## src/rtl/wdt_pkg.sv

```systemverilog
// Shared watchdog definitions: state encoding and default widths.
`timescale 1ns/1ps
package wdt_pkg;

  localparam int TMO_W_DEF        = 16;
  localparam int EXP_W_DEF        = 8;
  localparam int RST_PULSE_MS_DEF = 10;

  // Encoding is visible on wdt_state, so values are fixed.
  typedef enum logic [1:0] {
    WDT_IDLE = 2'd0,
    WDT_RUN  = 2'd1,
    WDT_WARN = 2'd2,
    WDT_FIRE = 2'd3
  } wdt_state_e;

endpackage

```

## src/rtl/wdt_fire_pulse.sv

```systemverilog
// Counts ms_pulse strobes while the watchdog is firing and flags the last one.
`timescale 1ns/1ps
module wdt_fire_pulse #(
  parameter int RST_PULSE_MS = 10
) (
  input  logic clk,
  input  logic rst_n,
  input  logic start_i,    // FIRE entry: restart the stretch count
  input  logic active_i,   // FIRE is the current state
  input  logic ms_pulse_i,
  output logic done_o      // last ms of the stretch; FIRE exits on this edge
);

  localparam int PW = (RST_PULSE_MS > 1) ? $clog2(RST_PULSE_MS) : 1;
  localparam logic [PW-1:0] LAST = PW'(RST_PULSE_MS - 1);

  logic [PW-1:0] pulse_cnt_q;
  logic [PW-1:0] pulse_cnt_d;

  assign done_o = active_i && ms_pulse_i && (pulse_cnt_q == LAST);

  // Next stretch count: load on entry, advance on each ms while active.
  always_comb begin
    pulse_cnt_d = pulse_cnt_q;
    if (start_i) begin
      pulse_cnt_d = '0;
    end else if (active_i && ms_pulse_i) begin
      pulse_cnt_d = done_o ? '0 : pulse_cnt_q + PW'(1);
    end
  end

  // Stretch counter register.
  always_ff @(posedge clk or negedge rst_n) begin
    if (!rst_n) pulse_cnt_q <= '0;
    else        pulse_cnt_q <= pulse_cnt_d;
  end

endmodule

```

## src/rtl/ms_watchdog.sv

```systemverilog
// Millisecond watchdog: counts ms strobes since the last kick, warns, then
// requests a reset for a fixed number of milliseconds.
`timescale 1ns/1ps
module ms_watchdog
  import wdt_pkg::*;
#(
  parameter int TMO_W        = TMO_W_DEF,
  parameter int RST_PULSE_MS = RST_PULSE_MS_DEF,
  parameter int EXP_W        = EXP_W_DEF
) (
  input  logic             clk,
  input  logic             rst_n,
  input  logic             ms_pulse,
  input  logic             wdt_en,
  input  logic             kick,
  input  logic [TMO_W-1:0] timeout_ms,
  input  logic [TMO_W-1:0] warn_ms,
  output logic [1:0]       wdt_state,
  output logic             wdt_warn,
  output logic             wdt_rst_req,
  output logic [EXP_W-1:0] expire_cnt
);

  wdt_state_e       state_q, state_d;
  logic [TMO_W-1:0] ms_cnt_q, ms_cnt_d;
  logic [EXP_W-1:0] expire_q, expire_d;
  logic             warn_q, rst_req_q;
  logic [TMO_W-1:0] eff_timeout;
  logic             warn_en;
  logic             fire_start;
  logic             fire_done;

  // A zero timeout would fire immediately out of reset; treat it as 1 ms.
  assign eff_timeout = (timeout_ms == '0) ? TMO_W'(1) : timeout_ms;
  assign warn_en     = (warn_ms != '0) && (warn_ms < timeout_ms);
  assign fire_start  = (state_d == WDT_FIRE) && (state_q != WDT_FIRE);

  wdt_fire_pulse #(.RST_PULSE_MS(RST_PULSE_MS)) u_fire (
    .clk        (clk),
    .rst_n      (rst_n),
    .start_i    (fire_start),
    .active_i   (state_q == WDT_FIRE),
    .ms_pulse_i (ms_pulse),
    .done_o     (fire_done)
  );

  // Next state and ms counter; thresholds compare the registered count.
  always_comb begin
    state_d  = state_q;
    ms_cnt_d = ms_cnt_q;
    unique case (state_q)
      WDT_IDLE: begin
        ms_cnt_d = '0;
        if (wdt_en) state_d = WDT_RUN;
      end
      WDT_RUN, WDT_WARN: begin
        if (kick)                            ms_cnt_d = '0;
        else if (ms_pulse && ms_cnt_q != '1) ms_cnt_d = ms_cnt_q + TMO_W'(1);
        if (!wdt_en) begin
          state_d  = WDT_IDLE;
          ms_cnt_d = '0;
        end else if (ms_cnt_q >= eff_timeout) begin
          // Deadline already reached: a late kick cannot rescue it.
          state_d  = WDT_FIRE;
          ms_cnt_d = '0;
        end else if (state_q == WDT_WARN) begin
          if (kick) state_d = WDT_RUN;
        end else if (warn_en && !kick && ms_cnt_q >= warn_ms) begin
          state_d = WDT_WARN;
        end
      end
      WDT_FIRE: begin
        // Kick and enable are ignored until the full stretch completes.
        ms_cnt_d = '0;
        if (fire_done) state_d = wdt_en ? WDT_RUN : WDT_IDLE;
      end
      default: state_d = WDT_IDLE;
    endcase
  end

  // Saturating count of FIRE entries.
  always_comb begin
    expire_d = expire_q;
    if (fire_start && expire_q != '1) expire_d = expire_q + EXP_W'(1);
  end

  // State, counter and output flops all update on the same edge.
  always_ff @(posedge clk or negedge rst_n) begin
    if (!rst_n) begin
      state_q   <= WDT_IDLE;
      ms_cnt_q  <= '0;
      expire_q  <= '0;
      warn_q    <= 1'b0;
      rst_req_q <= 1'b0;
    end else begin
      state_q   <= state_d;
      ms_cnt_q  <= ms_cnt_d;
      expire_q  <= expire_d;
      warn_q    <= (state_d == WDT_WARN);
      rst_req_q <= (state_d == WDT_FIRE);
    end
  end

  assign wdt_state   = state_q;
  assign wdt_warn    = warn_q;
  assign wdt_rst_req = rst_req_q;
  assign expire_cnt  = expire_q;

endmodule
```

## config.mk

```make
export PLATFORM = sky130hd
export DESIGN_NAME = ms_watchdog
export DESIGN_NICKNAME = d
export VERILOG_FILES = /design/src/rtl/wdt_pkg.sv /design/src/rtl/wdt_fire_pulse.sv /design/src/rtl/ms_watchdog.sv
export SDC_FILE = /design/constraint.sdc
export NUM_CORES = 1
export LEC_CHECK = 0
export ABC_CLOCK_PERIOD_IN_PS = 4200
export BUFFER_PORTS_ARGS = -buffer_cell sky130_fd_sc_hd__buf_4
export CORE_MARGIN = 2
export CORE_UTILIZATION = 27
export CTS_CLUSTER_SIZE = 8
export DETAILED_ROUTE_END_ITERATION = 7
export GPL_TIMING_DRIVEN = 0
export PLACE_DENSITY = 0.4
export SYNTH_ARGS = -nofsm -noshare
export SYNTH_HDL_FRONTEND = slang
export SYNTH_SLANG_ARGS = --single-unit
```

## constraint.sdc

```tcl
create_clock -name clk -period 4.2 [get_ports clk]
set_input_delay 1.05 -clock clk [delete_from_list [all_inputs] [get_ports clk]]
set_output_delay 1.05 -clock clk [all_outputs]
set_load 0.01 [all_outputs]
```

==> results of run 1 <==
[critical path, cell delays in order]
cell and delay [ns]:
buf_4 0.12, nor4_1 0.40, a41o_1 0.25, ha_1 0.23
or3b_2 0.45, o2111ai_1 0.12, a31o_2 0.20, a21oi_1 0.13
nor3_2 0.26, a21o_2 0.19, o32a_1 0.16, buf_6 0.17
nor3b_4 0.07, mux2_4 0.29
[sequential cells by signal (all words and copies together) (netlist names)]
signal	flops
ms_cnt_q	16
expire_cnt	8
u_fire.pulse_cnt_q	4
wdt_state	2
wdt_rst_req	1
wdt_warn	1
[placed cells by master, fill, tap and decap left out, types with 3 or more instances in the layout]
cell,Yosys,routed
ha_1,54,54
inv_1,53,53
buf_4,0,48
nand2_1,35,35
dfrtp_1,32,32
nor2_1,27,27
a21oi_1,21,21
xor2_1,16,16
o21ai_0,15,15
nor4_1,9,9
nand3_1,9,9
nand4_1,8,8
clkbuf_8,0,7
nor3_1,6,6
or3_1,5,5
and3_1,4,4
mux2i_1,3,3
a31oi_1,3,3
o21ai_1,3,3
xnor2_1,3,3
[final cells by class]
cell class	count	area share (%)
flip-flops and latches	32	22.4
multi-input cells	258	53.6
repair buffers	48	10.1
plain buffers	4	0.839
well taps	140	4.90
clock buffers	7	2.69
inverters	53	5.56
[worst max-delay path by stage]
stage,from,endpoint,slack [ns],cells past startpoint
detailed placement,timeout_ms[13],expire_cnt[1],-0.01,14
floorplan,timeout_ms[8],expire_cnt[1],0.64,13
global placement,timeout_ms[13],expire_cnt[1],-0.03,14
finish,timeout_ms[8],expire_cnt[1],0.29,14
global route,timeout_ms[13],expire_cnt[1],0.18,14
CTS,timeout_ms[13],expire_cnt[1],0.29,14
[layer usage]
layer | global-route usage (%) | vias to the layer above | share of wire (%) | routed length [microns]
met5 | 0 | - | 0 | 0
met4 | 3.66 | 0 | 1.1 | 82
met3 | 1.87 | 8 | 2.8 | 211
met2 | 22.4 | 33 | 46 | 3520
met1 | 19.0 | 1220 | 50 | 3820
li1 | - | 1320 | - | -
[per-stage QoR]
stage               cells  instance area, sq um
finish                542                  3580
CTS                   542                  3580
floorplan             347                  2950
global route          542                  3580
global placement      535                  3480
detailed placement    535                  3480
[power by group through the flow]
stage	Sequential [mW]	Clock [mW]	Combinational, mW
4_1_cts	0.382	0.277	0.380
3_3_place_gp	0.387	0	0.373
6_report	0.381	0.269	0.374
3_5_place_dp	0.387	0	0.377
5_1_grt	0.387	0.288	0.427
2_1_floorplan	0.390	0	0.222
[logic make-up (layout without fill, tap and decap cells)]
| kind of cell | count (synthesis) | after routing | share of synthesized area (%) |
|---|---|---|---|
| buffers and inverters | 57 | 112 | 7.77 |
| adder cells (fa/ha/maj) | 54 | 54 | 22.9 |
| AND/OR/NAND/NOR | 119 | 119 | 21.4 |
| AO/OA/AOI/OAI | 61 | 61 | 13.0 |
| XOR/XNOR | 19 | 19 | 5.65 |
| multiplexers | 5 | 5 | 2.04 |
| flip-flops | 32 | 32 | 27.2 |
==> impl_metrics.py, run 1 <==
metrics = {
    "pwr": {
        "p_clk_share_pct": 26.2,
        "p_comb_share_pct": 36.5,
        "finalPower_mw": 1.02,
        "internal_power_mw": 0.657,
        "p_switching_mw": 0.368,
        "leakagePower_nw": 1.84,
        "peakVddDrop_mv": 0.124,
        "p_per_area_mw_per_mm2": 286,
        "seq_power_share_pct": 37.2,
        "power.share.switching_pct": 35.9,
    },
    "worst_setup_path": {
        "worstReg2RegStart": "ms_cnt_q[13]",
        "crit_path_max_fanout": 10,
        "crit_path_end_kind": "flop",
        "cp-start-kind": "input pin",
        "ff2ff_setup_slack_ns": 1.18,
        "r2r-end": "expire_cnt[1]",
        "worstPathArrival_ns": 4.09,
        "crit_required_ns": 4.38,
        "r2r_cells": 11,
        "crit_type": "in2reg",
    },
    "sta": {
        "layout_min_cycle_time_ns": 3.91,
        "tightest_slew_ns": 0.530,
        "finalSetupTns_ns": 0,
        "clock_skew_ns": 0.00586,
        "finalSetupViolations": 0,
        "max_slew_margin_pct": 64.3,
        "worst_slack_ns": 0.291,
        "hold_violations": 0,
        "clock.fmax_mhz": 256,
        "rsz0062_at_grt": "false",
        "hold_ws_ns": 0.494,
        "min_period_over_period_pct": 93.1,
        "maxSlewViolCount": 0,
    },
    "synth": {
        "async_reset_ff_share_pct": 100,
        "synth_common_cells": "ha_1 (54), inv_1 (53), nand2_1 (35)",
        "synth_edf_count": 0,
        "syn_area_sq_mm": 0.00295,
        "synthCells": 347,
        "syn_area_per_cell_sq_um": 8.49,
        "synth.distinct_cells": 49,
        "synth_ff_type": "dfrtp_1",
        "synth.top_cell.area_share_pct": 27.2,
        "ys_seq_area_share_pct": 27.2,
        "synthesis.nets": 438,
        "synth_area_leaders": "dfrtp_1 (27%), ha_1 (23%), inv_1 (6.8%)",
        "yosysMostFrequentCell": "ha_1",
        "synth_warnings": 0,
        "synth_largest_area_cell": "dfrtp_1",
        "ys_seq_elements": 32,
    },
    "place": {
        "portBuffers": 48,
        "dp.final_hpwl_microns": 6240,
        "gp_congestion": 0.743,
        "place_worst_setup_slack_ns": -0.00965,
    },
    "grt": {
        "grt_first_pass_wirelength_microns": 12600,
        "grt_pass1_vias": 2544,
        "grt_max_degree": 33,
        "grt.total_usage_pct": 13.7,
        "gr-total-overflow": 0,
        "antenna_found_initial": 0,
    },
    "clocking": {
        "clock_sinks": 32,
        "clk_path_buf_depth": 2,
        "cts_resized": 0,
        "cts-hold-fix-buffers": 0,
        "cts_setup_buffers": 0,
        "clock_latency_ns": 0.29,
        "cts-htree-levels": 2,
        "clk_pin_slew_ns": 0.07,
        "cts_tree": "done",
        "cts_made_buffers": 5,
        "cts-root-buf": "clkbuf_8",
    },
    "route": {
        "drt-pass1-iter-count": 5,
        "drt_wl_total_microns": 7640,
        "wire_per_inst_microns": 14.1,
        "drt_iter0_markers": 75,
        "drc": 0,
        "via_per_inst": 4.76,
        "drtAntennaViolNets": 0,
        "via_count": 2581,
    },
    "worst_hold_path": {
        "min_path_type": "reg2reg",
        "holdPathEnd": "expire_cnt[5]",
        "hold_path_startpoint": "expire_cnt[5]",
        "hold_depth": 1,
    },
    "status": {
        "status": "finished, final reports clean",
    },
    "cells_and_area": {
        "area_delta_synth_final_pct": 21.5,
        "multiInputGateArea_sq_mm": 0.00192,
        "final_nets": 493,
        "nFillCells": 1170,
        "ff_latch_area_sq_um": 801,
        "drive_gt1_share_pct": 17.9,
        "final_util_pct": 33.3,
        "antenna_cells": 0,
    },
    "die": {
        "die_w_microns": 108,
        "ios": 49,
        "die_h_microns": 108,
        "core_sq_mm": 0.0107,
        "placementRows": 38,
        "die_area_sq_mm": 0.0118,
        "floorplan.initialDensity_pct": 27.4,
    },
    "job": {
        "max-cap-violations": 0,
    },
}
No activity file was read; power rests on OpenSTA's default activity.
==> inputs of run 2 (changes only) <==
--- a/config.mk
+++ b/config.mk
@@ -5,14 +5,14 @@
 export SDC_FILE = /design/constraint.sdc
 export NUM_CORES = 1
 export LEC_CHECK = 0
-export ABC_CLOCK_PERIOD_IN_PS = 4200
+export ABC_CLOCK_PERIOD_IN_PS = 3200
 export BUFFER_PORTS_ARGS = -buffer_cell sky130_fd_sc_hd__buf_4
-export CORE_MARGIN = 2
+export CORE_MARGIN = 1.5
 export CORE_UTILIZATION = 27
 export CTS_CLUSTER_SIZE = 8
 export DETAILED_ROUTE_END_ITERATION = 7
 export GPL_TIMING_DRIVEN = 0
-export PLACE_DENSITY = 0.4
+export PLACE_DENSITY = 0.42
 export SYNTH_ARGS = -nofsm -noshare
 export SYNTH_HDL_FRONTEND = slang
 export SYNTH_SLANG_ARGS = --single-unit
==> constraint.sdc (replaced) <==
create_clock -name clk -period 3.2 [get_ports clk]
set_input_delay 0.8 -clock clk [delete_from_list [all_inputs] [get_ports clk]]
set_output_delay 0.8 -clock clk [all_outputs]
set_load 0.01 [all_outputs]
==> run 2 against run 1 <==
Effect of this change: largest cell class unchanged; non-clock buffer count rose by 7; combinational power rose by 44%; wire length fell by 1.5%; global-route usage rose by 0.30 points; register-to-register slack got worse by 0.91 ns; critical endpoint is now expire_cnt[2]; cell area rose by 5.6%; final cell count rose by 0.74%.
==> impl_metrics.py, run 2 (same netlist as run 1, synthesis figures left out) <==
metrics = {
    "worst_setup_path": {
        "slowest_delay_ns": 0.37,
        "crit_path_max_fanout": 7,
        "worstPathArrival_ns": 3.34,
        "r2r-end": "expire_cnt[1]",
        "ff2ff_setup_slack_ns": 0.27,
        "crit_path_end_kind": "flop",
        "path_cells": "buf_8 -> nor4_4 -> a41o_1 -> ha_1 -> or3b_4 -> o2111ai_2 -> a31o_2 -> a21oi_4 -> nor3_2 -> a21o_2 -> o32a_1 -> buf_6 -> nor3b_2 -> mux2_4",
        "critPathTopFamily": "compound AO/OA/AOI/OAI gates",
        "r2r_cells": 11,
        "crit_required_ns": 3.37,
        "slowest_stage": "or3b_4",
        "timing.critical_path.buf_inv": 2,
        "crit_type": "in2reg",
        "worstReg2RegStart": "ms_cnt_q[2]",
        "cp-start-kind": "input pin",
    },
    "die": {
        "die_h_microns": 107,
        "core_sq_mm": 0.0105,
        "ios": 49,
        "floorplan.initialDensity_pct": 28.2,
        "placementRows": 37,
        "die_w_microns": 107,
        "die_area_sq_mm": 0.0115,
    },
    "place": {
        "place_worst_setup_slack_ns": -0.517,
        "place_area_sq_mm": 0.00352,
        "dp.cells": 531,
        "gp_congestion": 0.749,
        "dp.final_hpwl_microns": 6110,
        "portBuffers": 48,
    },
    "pwr": {
        "peakVddDrop_mv": 0.233,
        "p_per_area_mw_per_mm2": 390,
        "finalPower_mw": 1.47,
        "leakagePower_nw": 1.91,
    },
    "sta": {
        "hold_ws_ns": 0.451,
        "clock_skew_ns": 0.00777,
        "finalSetupTns_ns": 0,
        "maxSlewViolCount": 0,
        "rsz0062_at_grt": "true",
        "tightest_slew_ns": 0.463,
        "finalSetupViolations": 0,
        "min_period_over_period_pct": 99.0,
        "layout_min_cycle_time_ns": 3.17,
        "worst_slack_ns": 0.0311,
        "max_slew_margin_pct": 68.8,
        "clock.fmax_mhz": 316,
        "hold_violations": 0,
    },
    "status": {
        "status": "finished, final reports clean",
    },
    "route": {
        "via_count": 2582,
        "drt_iter0_markers": 105,
        "wire_per_inst_microns": 13.8,
        "drc": 0,
        "drt_wl_total_microns": 7530,
        "via_per_inst": 4.73,
        "drtAntennaViolNets": 0,
        "drt-pass1-iter-count": 4,
    },
    "grt": {
        "grt_pass1_vias": 2570,
        "antenna_found_initial": 0,
        "grt_first_pass_wirelength_microns": 12600,
        "gr-total-overflow": 0,
        "grt.total_usage_pct": 14.0,
        "grt_max_degree": 33,
    },
    "cells_and_area": {
        "final_cell_area_sq_mm": 0.00378,
        "final_util_pct": 36.1,
        "antenna_cells": 0,
        "nFillCells": 1131,
        "layout_commonest_cell": "ha_1",
        "area_delta_synth_final_pct": 28.3,
        "final_nets": 500,
        "largest_register_ffs": 16,
        "layout_common_cells": "ha_1 (54), inv_1 (53), buf_4 (51), nand2_1 (35), dfrtp_1 (32)",
        "drive_gt1_share_pct": 22.2,
        "regMostFlops": "ms_cnt_q",
        "final_cells": 546,
    },
    "clocking": {
        "clk_path_buf_depth": 2,
        "clock_sinks": 32,
        "clk_pin_slew_ns": 0.07,
        "cts_tree": "done",
        "cts-hold-fix-buffers": 0,
        "cts-htree-levels": 2,
        "cts_made_buffers": 5,
        "clock_latency_ns": 0.28,
        "cts-root-buf": "clkbuf_8",
    },
    "worst_hold_path": {
        "min_path_type": "in2async",
    },
    "job": {
        "max-cap-violations": 0,
    },
}
-- run 2: cell types whose count changed in the layout (fill, tap and decap cells not counted), sizes merged --
cell	before	now
buf	50	58
clkbuf	9	8
bufinv	0	1
-- run 2: area by class of cell --
class	instances	area [sq um]	share of cell area [%]
Buffer	3	30.0	0.795
Timing Repair Buffer	56	443	11.7
Inverter	53	199	5.26
Clock buffer	7	96.3	2.55
Sequential cell	32	801	21.2
Tap cell	136	170	4.50
Clock inverter	1	30.0	0.795
Multi-Input combinational cell	258	2010	53.2
-- run 2: metal layers --
metal	global-route usage (%)	routed length (microns)	share of wire, %
met3	1.82	202	2.7
met1	19.7	3830	51
met4	2.91	59	0.78
met2	22.8	3430	46
met5	0	0	0
-- run 2: report_power, final --
| group | leakage (nW) | switching (mW) | internal (mW) |
|---|---|---|---|
| sequential | 0.439 | 0.0524 | 0.448 |
| combinational | 1.41 | 0.278 | 0.261 |
| clock | 0.0645 | 0.161 | 0.275 |
| total | 1.91 | 0.491 | 0.984 |
-- run 2: worst register-to-register path, delay by kind of cell, from the launching register on --
family	cells	cell delay [ns]
AOI/OAI and AO/OA	5	1.12
DFF	1	0.46
and+or+nand+nor	3	0.45
adders and majority gates	1	0.32
muxes	1	0.31
buffers and inverters	1	0.15
-- run 2: what timing repair did --
item | in CTS | in global routing
pin swaps | 9 | 10
endpoints found under the setup margin | 21 | 23
resized for setup | 8 | 12
endpoints found under the hold margin | 0 | 0
buffers inserted | 7 | 1
-- run 2: how the worst max path moves through the flow --
stage	from	to	cells after the start
final	timeout_ms[10]	expire_cnt[2]	14
after floorplan	timeout_ms[1]	expire_cnt[1]	13
after CTS	timeout_ms[10]	expire_cnt[1]	14
after global routing	timeout_ms[10]	expire_cnt[2]	14
after global placement	timeout_ms[13]	expire_cnt[1]	14
after detailed placement	timeout_ms[13]	expire_cnt[1]	14
==> inputs of run 3 (changes only) <==
--- a/config.mk
+++ b/config.mk
@@ -6,7 +6,7 @@
 export NUM_CORES = 1
 export LEC_CHECK = 0
 export ABC_CLOCK_PERIOD_IN_PS = 3200
-export BUFFER_PORTS_ARGS = -buffer_cell sky130_fd_sc_hd__buf_4
+export BUFFER_PORTS_ARGS = -buffer_cell sky130_fd_sc_hd__buf_2
 export CORE_MARGIN = 1.5
 export CORE_UTILIZATION = 27
 export CTS_CLUSTER_SIZE = 8
==> run 3 against run 2 <==
Effect of this change: the flow now finishes with violations (setup timing); count of clock-buffer cells in the layout unchanged; register-to-register slack about the same; total power decreased by 8.3%; clock skew increased by 0.0037 ns; critical path type unchanged; largest cell class unchanged; highest routed layer unchanged.
==> impl_metrics.py, run 3 (same netlist as run 1, synthesis figures left out) <==
metrics = {
    "status": {
        "status": "finished, violations left",
        "violations": "setup timing",
    },
    "worst_setup_path": {
        "cp-start-kind": "input pin",
        "crit_path_end_kind": "flop",
        "slowest_delay_ns": 0.37,
        "worstPathArrival_ns": 3.40,
        "crit_start": "timeout_ms[13]",
        "path_cells": "buf_2 -> nor3_2 -> a41o_1 -> ha_1 -> or3b_4 -> o2111ai_2 -> a31o_2 -> a21oi_4 -> nor3_2 -> a21o_2 -> o32a_1 -> buf_6 -> nor3b_2 -> mux2_4",
        "critPathTopFamily": "simple AND/OR/NAND/NOR gates",
        "crit_required_ns": 3.38,
        "crit_type": "in2reg",
        "path_common_cell": "nor3_2",
        "crit_path_max_fanout": 7,
        "ff2ff_setup_slack_ns": 0.26,
        "slowest_stage": "or3b_4",
        "worstReg2RegStart": "ms_cnt_q[2]",
        "timing.critical_path.buf_inv": 2,
    },
    "pwr": {
        "internal_power_mw": 0.865,
        "finalPower_mw": 1.35,
        "leakagePower_nw": 1.88,
        "p_per_area_mw_per_mm2": 371,
        "seq_power_share_pct": 36.9,
        "p_comb_share_pct": 38.9,
        "p_switching_mw": 0.488,
        "peakVddDrop_mv": 0.267,
        "power.share.switching_pct": 36.0,
        "p_clk_share_pct": 24.3,
    },
    "route": {
        "drt_wl_total_microns": 7460,
        "via_count": 2576,
        "drt-pass1-iter-count": 4,
        "via_per_inst": 4.72,
        "wire_per_inst_microns": 13.7,
        "drc": 0,
        "drt_iter0_markers": 116,
        "drtAntennaViolNets": 0,
    },
    "place": {
        "place_worst_setup_slack_ns": -0.510,
        "portBuffers": 48,
        "place_area_sq_mm": 0.00340,
        "dp.final_hpwl_microns": 6080,
        "gp_congestion": 0.730,
    },
    "cells_and_area": {
        "layout_common_cells": "ha_1 (54), inv_1 (53), buf_2 (46), nand2_1 (35), dfrtp_1 (32)",
        "layout_commonest_cell": "ha_1",
        "drive_gt1_share_pct": 22.4,
        "area_delta_synth_final_pct": 23.7,
        "largest_register_ffs": 16,
        "final_cell_area_sq_mm": 0.00364,
        "final_nets": 500,
        "antenna_cells": 0,
        "regMostFlops": "ms_cnt_q",
    },
    "grt": {
        "grt_pass1_vias": 2553,
        "grt_first_pass_wirelength_microns": 12400,
        "antenna_found_initial": 0,
        "gr-total-overflow": 0,
        "grt.total_usage_pct": 13.7,
        "grt_max_degree": 33,
    },
    "sta": {
        "tightest_slew_ns": 0.763,
        "clock.fmax_mhz": 311,
        "min_period_over_period_pct": 101,
        "hold_violations": 0,
        "rsz0062_at_grt": "true",
        "clock_skew_ns": 0.0115,
        "hold_ws_ns": 0.492,
        "worst_slack_ns": -0.0199,
        "finalSetupViolations": 2,
        "layout_min_cycle_time_ns": 3.22,
        "max_slew_margin_pct": 49.1,
        "maxSlewViolCount": 0,
    },
    "clocking": {
        "cts-htree-levels": 2,
        "cts_tree": "done",
        "clock_latency_ns": 0.28,
        "clk_pin_slew_ns": 0.07,
        "clock_sinks": 32,
        "cts-root-buf": "clkbuf_8",
        "cts_made_buffers": 5,
        "cts-hold-fix-buffers": 0,
        "clk_path_buf_depth": 2,
    },
    "worst_hold_path": {
        "min_path_type": "reg2reg",
        "hold_path_startpoint": "expire_cnt[7]",
    },
    "die": {
        "floorplan.initialDensity_pct": 28.2,
        "core_sq_mm": 0.0105,
        "ios": 49,
        "die_area_sq_mm": 0.0115,
        "placementRows": 37,
        "die_h_microns": 107,
        "die_w_microns": 107,
    },
    "job": {
        "max-cap-violations": 0,
    },
}
## run 3: what timing repair did
item                                    CTS  global route
pin swaps                                13             5
setup buffers                             7             1
gates resized for setup                  15             5
endpoints found under the setup margin   22            21
## run 3: area by class of cell
type	count	area, sq um
Buffer	3	30.0
Clock buffer	7	86.3
Clock inverter	1	7.51
Fill cell	1136	6820
Inverter	53	199
Multi-Input combinational cell	258	2020
Sequential cell	32	801
Tap cell	136	170
Timing Repair Buffer	56	329
## run 3: worst paths after layout
check,endpoint,cells past startpoint
min in group asynchronous,wdt_rst_req,1
min,expire_cnt[7],1
max reg2reg,expire_cnt[4],12
max in group asynchronous,ms_cnt_q[5],1
min reg2reg,expire_cnt[7],1
max,expire_cnt[2],14
## run 3: routing by layer
layer / wire length, microns / part of all wire [%] / up-vias / global-route usage [%]
li1: - / - / 1335 / -
met1: 3800 / 51 / 1211 / 19.3
met2: 3430 / 46 / 26 / 22.6
met3: 189 / 2.5 / 4 / 1.69
met4: 34 / 0.46 / 0 / 2.35
met5: 0 / 0 / - / 0
## run 3: metrics by stage
stage          TNS [ns]  util, %  instances
2_1_floorplan         0        -        347
3_3_place_gp      -9.30     32.5        531
6_report        -0.0388     34.8        546
3_5_place_dp      -9.73     32.5        531
5_1_grt           -1.21     34.8        546
4_1_cts          -0.272     34.7        546
## run 3: power groups by stage
stage	sequential [mW]	combinational, mW	clock, mW
3_5_place_dp	0.507	0.467	0
3_3_place_gp	0.504	0.464	0
4_1_cts	0.500	0.522	0.344
6_report	0.499	0.526	0.328
5_1_grt	0.507	0.595	0.364
2_1_floorplan	0.512	0.296	0
